<file path="config.mk">
export PLATFORM = sky130hd
export DESIGN_NAME = hazard_control_unit
export DESIGN_NICKNAME = d
export VERILOG_FILES = /design/src/rtl/hazard_control_unit.sv
export SDC_FILE = /design/constraint.sdc
export NUM_CORES = 1
export LEC_CHECK = 0
export BUFFER_PORTS_ARGS = -buffer_cell sky130_fd_sc_hd__buf_2
export CAP_MARGIN = 15
export CORE_ASPECT_RATIO = 0.9
export CORE_MARGIN = 10
export CORE_UTILIZATION = 45
export CTS_BUF_LIST = sky130_fd_sc_hd__clkbuf_16
export CTS_CLUSTER_DIAMETER = 100
export DETAILED_ROUTE_END_ITERATION = 6
export GPL_TIMING_DRIVEN = 0
export PLACE_DENSITY_LB_ADDON = 0.05
export SLEW_MARGIN = 40
export SYNTH_ARGS = -nofsm -noshare
export SYNTH_HDL_FRONTEND = slang
export SYNTH_SLANG_ARGS = --single-unit
</file>
<file path="constraint.sdc">
create_clock -name clk -period 1.9 [get_ports clk]
set_input_delay 0.19 -clock clk [delete_from_list [all_inputs] [get_ports clk]]
set_output_delay 0.19 -clock clk [all_outputs]
set_load 0.01 [all_outputs]
</file>
<file path="src/rtl/hazard_control_unit.sv">
// Pipeline hazard controller: EX/MEM/WB operand forwarding, load-use stalls, branch flushes, saturating perf counters.
// Controls are combinational from FSM state and inputs; mem_wait freezes everything, including the FSM and counters.
module hazard_control_unit #(
   parameter int LOAD_USE_STALLS     = 1,
   parameter int BRANCH_FLUSH_CYCLES = 1,
   parameter int CNT_W               = 16
) (
   input  logic             clk,
   input  logic             reset,
   input  logic [3:0]       id_rn,
   input  logic [3:0]       id_rm,
   input  logic [3:0]       id_rd,
   input  logic             id_use_rn,
   input  logic             id_use_rm,
   input  logic             id_use_rd,
   input  logic [3:0]       ex_rd,
   input  logic             ex_rf_enable,
   input  logic             ex_load,
   input  logic [3:0]       mem_rd,
   input  logic             mem_rf_enable,
   input  logic [3:0]       wb_rd,
   input  logic             wb_rf_enable,
   input  logic             ex_branch_taken,
   input  logic             mem_wait,
   output logic             pc_enable,
   output logic             if_id_enable,
   output logic             if_id_flush,
   output logic             cu_mux_select,
   output logic             pipe_hold,
   output logic [1:0]       fwd_a_sel,
   output logic [1:0]       fwd_b_sel,
   output logic [1:0]       fwd_c_sel,
   output logic [CNT_W-1:0] stall_count,
   output logic [CNT_W-1:0] flush_count
);

   typedef enum logic [1:0] {RUN, LU_STALL, FLUSH} state_t;

   localparam logic [2:0] LU_RELOAD = 3'(LOAD_USE_STALLS - 1);
   localparam logic [2:0] BR_RELOAD = 3'(BRANCH_FLUSH_CYCLES - 1);

   state_t           state_q, state_d;
   logic [2:0]       remain_q, remain_d;
   logic [CNT_W-1:0] stall_cnt_q, stall_cnt_d;
   logic [CNT_W-1:0] flush_cnt_q, flush_cnt_d;
   logic             lu, do_stall, do_flush;

   // A loading EX instruction has no result yet, so it never forwards; priority falls to MEM/WB.
   function automatic logic [1:0] fwd_sel(input logic [3:0] src);
      logic [1:0] sel;
      sel = 2'b00;
      if (src != 4'd15) begin
         if (ex_rf_enable && !ex_load && ex_rd == src)  sel = 2'b01;
         else if (mem_rf_enable && mem_rd == src)       sel = 2'b10;
         else if (wb_rf_enable && wb_rd == src)         sel = 2'b11;
      end
      return sel;
   endfunction

   assign lu = ex_load & ex_rf_enable & (ex_rd != 4'd15) &
               ((id_use_rn & (id_rn == ex_rd)) |
                (id_use_rm & (id_rm == ex_rd)) |
                (id_use_rd & (id_rd == ex_rd)));

   always_comb begin
      state_d  = state_q;
      remain_d = remain_q;
      do_stall = 1'b0;
      do_flush = 1'b0;
      if (!mem_wait) begin
         case (state_q)
            LU_STALL: begin
               do_stall = 1'b1;
               remain_d = remain_q - 3'd1;
               if (remain_q == 3'd1) state_d = RUN;
            end
            FLUSH: begin
               do_flush = 1'b1;
               if (ex_branch_taken) begin
                  remain_d = BR_RELOAD;
               end else begin
                  remain_d = remain_q - 3'd1;
                  if (remain_q == 3'd1) state_d = RUN;
               end
            end
            default: begin
               // A branch makes the ID instruction wrong-path, so it wins over load-use.
               if (ex_branch_taken) begin
                  do_flush = 1'b1;
                  if (BRANCH_FLUSH_CYCLES > 1) begin
                     state_d  = FLUSH;
                     remain_d = BR_RELOAD;
                  end
               end else if (lu) begin
                  do_stall = 1'b1;
                  if (LOAD_USE_STALLS > 1) begin
                     state_d  = LU_STALL;
                     remain_d = LU_RELOAD;
                  end
               end
            end
         endcase
      end
      stall_cnt_d = stall_cnt_q;
      flush_cnt_d = flush_cnt_q;
      if (do_stall && stall_cnt_q != '1) stall_cnt_d = stall_cnt_q + CNT_W'(1);
      if (do_flush && flush_cnt_q != '1) flush_cnt_d = flush_cnt_q + CNT_W'(1);
   end

   always_comb begin
      if (!reset) begin
         pc_enable     = 1'b0;
         if_id_enable  = 1'b0;
         if_id_flush   = 1'b1;
         cu_mux_select = 1'b1;
         pipe_hold     = 1'b0;
         fwd_a_sel     = 2'b00;
         fwd_b_sel     = 2'b00;
         fwd_c_sel     = 2'b00;
      end else begin
         pc_enable     = !mem_wait && !do_stall;
         if_id_enable  = !mem_wait && !do_stall && !do_flush;
         if_id_flush   = do_flush;
         cu_mux_select = do_stall || do_flush;
         pipe_hold     = mem_wait;
         fwd_a_sel     = fwd_sel(id_rn);
         fwd_b_sel     = fwd_sel(id_rm);
         fwd_c_sel     = fwd_sel(id_rd);
      end
   end

   always_ff @(posedge clk or negedge reset) begin
      if (!reset) begin
         state_q     <= RUN;
         remain_q    <= 3'd0;
         stall_cnt_q <= '0;
         flush_cnt_q <= '0;
      end else begin
         state_q     <= state_d;
         remain_q    <= remain_d;
         stall_cnt_q <= stall_cnt_d;
         flush_cnt_q <= flush_cnt_d;
      end
   end

   assign stall_count = stall_cnt_q;
   assign flush_count = flush_cnt_q;

endmodule

</file>
Word level (Yosys, flattened, before mapping)
Index checks and enable logic that the tools add are counted.
- $add $sub $neg: 3
- equal/unequal tests: 22
- mux-type cells: 32
- bitwise operators: 9
- reduce and logical (&&, ||, !) cells: 22
- operator list (kind ; count):
    equality test 4 bit ; 12
    two-way mux 2 bit ; 17
    adder 16 x 1 -> 16 bit (second input constant) ; 2
    inequality test 16 bit (second input constant) ; 2
    inequality test 4 bit (second input constant) ; 4
    logical AND 1 bit ; 14
    two-way mux 1 bit ; 10
    AND 1 bit ; 6
    one-hot mux 3 bit (2 select lines) ; 1
    zero test 1 bit ; 4
    one-hot mux 1 bit (2 select lines) ; 2
    one-hot mux 2 bit (2 select lines) ; 1
    equality test 3 x 1 -> 1 bit (second input constant) ; 1
    two-way mux 3 bit ; 1
    AND reduction 3 bit ; 1
    subtractor 3 x 1 -> 3 bit (second input constant) ; 1
    equality test 2 x 1 -> 1 bit (second input constant) ; 1
    equality test 2 bit (second input constant) ; 1
    inequality test 2 bit (second input constant) ; 1
    OR 1 bit ; 2
    AND reduction 2 bit ; 1
    nonzero test 2 bit ; 1
    logical OR 1 bit ; 1
    inverter 1 bit ; 1
- register bits after elaboration: 37
- input port bits: 35
- output and inout port bits: 43
- logic and storage cells: 92

Depth between registers and ports, before layout
- depth in word-level cells: 13
- depth in mapped cells: 7
- mapped depth without buffers: 7

Worst setup path after synthesis
No wires, ideal clock.
- kind: register to register
- start point: register stall_cnt_q[2] (netlist: stall_count[2])
- end point: register stall_cnt_q[1] (netlist: stall_count[1])
- arrival: 1.753 ns
- required time: 1.772 ns
- setup slack: 0.020 ns
- cell stages (with the launch flop): 7
- buffers on the path: 0
- clock period less this slack: 1.880 ns
- cells stage by stage: dfrtp_1 > and3_1 > nand3_2 > or4_4 > nand2b_1 > nor2_1 > mux2_1
- longest elaborated chain between the ends: 2
- ends and longest elaborated chain (item ; RTL line ; RTL):
    from (decl) ; 44 ; logic [CNT_W-1:0] stall_cnt_q, stall_cnt_d;
    from (signal assigned) ; 141 ; stall_cnt_q <= stall_cnt_d;
    inequality test 16 bit ; 106 ; if (do_stall && stall_cnt_q != '1) stall_cnt_d = stall_cnt_q + CNT_W'(1);
    logical AND 1 bit ; 106 ;
No other way between the ends.
A chain may end at the register's enable or synchronous reset.

Worst setup path in the final report
- start point: register stall_cnt_q[3] (netlist: stall_count[3])
- end point: register stall_cnt_q[1] (netlist: stall_count[1])
Same word-level chain as after synthesis.

==> reports/summary.log <==
INFO  route          drt_pre_antenna_iters=4
INFO  sta            tightestPinTransition=0.669ns
INFO  critical_path  r2r_slack=0.1ns
INFO  route          post_drt_wl_per_cell=15.8um
INFO  floorplanning  pin_count=78
INFO  route          drtIter0Drc=51
INFO  route          remaining_drc_errors=0
INFO  logic_synthesis count_of_flip_flops_with_a_built_in_enable_after_synthesis=0
INFO  critical_path  critical_path.startpoint_type=flip-flop
INFO  clock_tree     clk_path_buf_depth=2
INFO  critical_path  startpoint_of_the_worst_slack_reg_to_reg_timing_path=stall_count[3]$_DFFE_PN0P_
INFO  global_route   grt-ovfl-total=0
INFO  critical_path  worst_r2r_path_depth=6
INFO  finish         final_cell_count_no_fill=391
INFO  clock_tree     cts-buffers-inserted=5
INFO  critical_path  worst-endpoint-required=2.05ns
INFO  sta            setup_repair_after_global_routing_missed_its_margin=false
INFO  sta            hold_viol=0
INFO  floorplanning  design.core.area=4580squm
INFO  sta            finClkSkew=0.00280ns
INFO  logic_synthesis yosysWarningCount=0
INFO  global_route   first_global_vias=2023
INFO  route          routed-via-count=2013
INFO  pwr            cellLeakagePower=1.52nW
INFO  finish         finalNetCount=366
INFO  sta            fin_hold_ws=0.355ns
INFO  finish         filler_cell_count=398
INFO  placement      hpwlAfterDp=4.55mm
INFO  clock_tree     deepest_level_of_the_cts_h_tree=2
INFO  sta            final-setup-viol-count=0
INFO  critical_path  worst-endpoint-arrival=1.95ns
INFO  clock_tree     cts_root_buffer=clkbuf_16
INFO  sta            post-route-min-period=1.80ns
INFO  logic_synthesis ys_seq_elements=32
INFO  floorplanning  die_boundary_width=93.3um
INFO  clock_tree     tritoncts_clock_tree=done
INFO  clock_tree     clock_latency=0.27ns
INFO  critical_path  r2r_end=stall_count[1]$_DFFE_PN0P_
INFO  placement      place_inst=363
INFO  sta            least_setup_slack_across_all_paths_after_layout=0.0986ns
INFO  logic_synthesis synth_area_per_cell=9.72squm
INFO  finish         area_delta_synth_final=42.6%
INFO  logic_synthesis yosys_most_used_dff=dfrtp_1
INFO  critical_path  critical_path_peak_fanout=4
INFO  floorplanning  placement_rows=23
INFO  global_route   global_route_wire_length_before_repair=9.80mm
INFO  global_route   antenna_violations_before_repair=0
INFO  logic_synthesis post_synth_instance_area=2180squm
INFO  sta            max-slew-margin-rel=0.554
INFO  finish         diodes=0
INFO  finish         final_cell_mix=68 x buf_2, 43 x xor2_1, 32 x dfrtp_1, 24 x buf_4, 17 x xnor2_1
INFO  logic_synthesis synth.lib_cells_used.distinct=37
INFO  route          vias_cell=5.15
INFO  placement      number_of_buffers_inserted_by_port_buffering=77
INFO  placement      pre_cts_slack=-0.293ns
INFO  run            max-cap-violations=0
INFO  min_path       timing.hold.worst.class=input pin to flip-flop
INFO  logic_synthesis syn-num-nets=261
INFO  global_route   pin_count_of_the_biggest_net_entering_global_routing=39
INFO  logic_synthesis syn_inst=224
INFO  pwr            powerDensity=668nW/um^2
INFO  floorplanning  dieArea=8020squm
INFO  sta            slew_viol_final=0
INFO  logic_synthesis share_of_synthesized_flip_flops_with_an_asynchronous_set_or_reset=1.00
INFO  floorplanning  die_h=86.0um
INFO  global_route   gr-usage-all-layers=0.149
INFO  sta            min_period_over_period=0.948
INFO  sta            fin_setup_tns=0ns
INFO  min_path       timing.hold.worst_path_depth=4
INFO  route          drt_wl_total=6.17mm
INFO  critical_path  critical_path.endpoint_type=flip-flop
INFO  clock_tree     numClockSinks=32
INFO  route          antenna_left=0
INFO  floorplanning  initial_core_util=0.476
INFO  pwr            power.total=2.07mW
INFO  clock_tree     cts.clk_slew.worst_paths=0.05ns
INFO  run_status     status=completed
INFO  critical_path  worstSetupPathType=flip-flop to flip-flop
INFO  placement      final_replace_weighted_congestion=0.901
INFO  pwr            ir_drop=0.000566V
INFO  critical_path  cp-endpoint=stall_count[1]$_DFFE_PN0P_
INFO  logic_synthesis synth.yosys.seq_area_share=0.368
INFO  critical_path  startpoint=stall_count[3]$_DFFE_PN0P_
INFO  finish         layout-drive-gt1-share=0.404
INFO  sta            clock.fmax=555MHz
INFO  finish         mostFrequentLayoutCell=buf_2
## routing by layer
layer	GRT usage	wire [um]	up-vias	part of all wire
li1	-	-	1003	-
met1	0.182	2700	952	0.44
met2	0.245	2990	54	0.48
met3	0.0523	449	4	0.073
met4	0.0308	31	0	0.0050
met5	0	0	-	0
## worst max-delay path, cell delays in order (launching register included)
cell and delay, ns:
dfrtp_1 0.38, and3_4 0.22, nand3_4 0.08, or4_4 0.52, nand2b_4 0.10, nor2_1 0.06
mux2_1 0.31
## registers in the layout, summed over array words and instances (netlist names)
name,flops
flush_count,16
stall_count,16
## synth_stat cells (2+ instances only)
library cell / n / area, sq um
nor4_2: 6 / 75.1
nor3_1: 10 / 50.1
nand2b_1: 3 / 18.8
nand4_1: 14 / 87.6
nand3_1: 17 / 85.1
xnor2_1: 17 / 149
and2_1: 3 / 18.8
and3_1: 5 / 31.3
nor4b_1: 2 / 17.5
nor4_1: 5 / 31.3
a21oi_1: 4 / 20.0
nor2b_1: 8 / 50.1
dfrtp_1: 32 / 801
xor2_1: 47 / 412
inv_1: 5 / 18.8
nor2_1: 12 / 45.0
ha_1: 2 / 25.0
nand2_1: 13 / 48.8
## layout make-up
| type | instances | area, sq um | area share |
|---|---|---|---|
| buffer | 1 | 3.75 | 0.00121 |
| clock buffer | 5 | 125 | 0.0403 |
| clock inverter | 2 | 7.51 | 0.00242 |
| inverter | 5 | 18.8 | 0.00604 |
| multi-input combinational | 185 | 1470 | 0.472 |
| sequential | 32 | 801 | 0.258 |
| tap | 62 | 77.6 | 0.0250 |
| timing repair buffer | 99 | 607 | 0.195 |
## report_power, final
group / total, mW / internal (mW) / switching [mW]
clock: 0.733 / 0.468 / 0.266
combinational: 0.514 / 0.251 / 0.262
sequential: 0.828 / 0.753 / 0.0748
total: 2.07 / 1.47 / 0.603
## repair_timing
item / 4_1_cts / 5_1_grt
hold buffers: 0 / 2
hold endpoints to repair: 0 / 32
cloned: 0 / 0
buffers inserted: 11 / 9
gates resized for setup: 8 / 32
pin swaps: 9 / 14
endpoints found under the setup margin: 17 / 17
## worst min-delay path by stage
stage	start	slack, ns	end
finish	mem_wait	0.36	stall_count[4]$_DFFE_PN0P_
CTS	reset	0.04	stall_count[15]$_DFFE_PN0P_
global route	mem_wait	0.37	stall_count[4]$_DFFE_PN0P_
floorplan	reset	-0.11	flush_count[0]$_DFFE_PN0P_
global placement	reset	0.32	stall_count[15]$_DFFE_PN0P_
detailed placement	reset	0.33	stall_count[15]$_DFFE_PN0P_
## metrics by stage
stage	area (sq um)	utilization
2_1_floorplan	2180	-
3_3_place_gp	2640	0.577
3_5_place_dp	2640	0.577
4_1_cts	2910	0.635
5_1_grt	3110	0.679
6_report	3110	0.679
## cells by family after synthesis
| group | share of synthesized area |
|---|---|
| compound gates | 0.0322 |
| xor+xnor | 0.265 |
| fa+ha+maj | 0.0115 |
| buf+inv | 0.0155 |
| flops | 0.368 |
| mux | 0.0103 |
| simple gates | 0.298 |
Note: power is estimated with default switching activity, not from simulation.
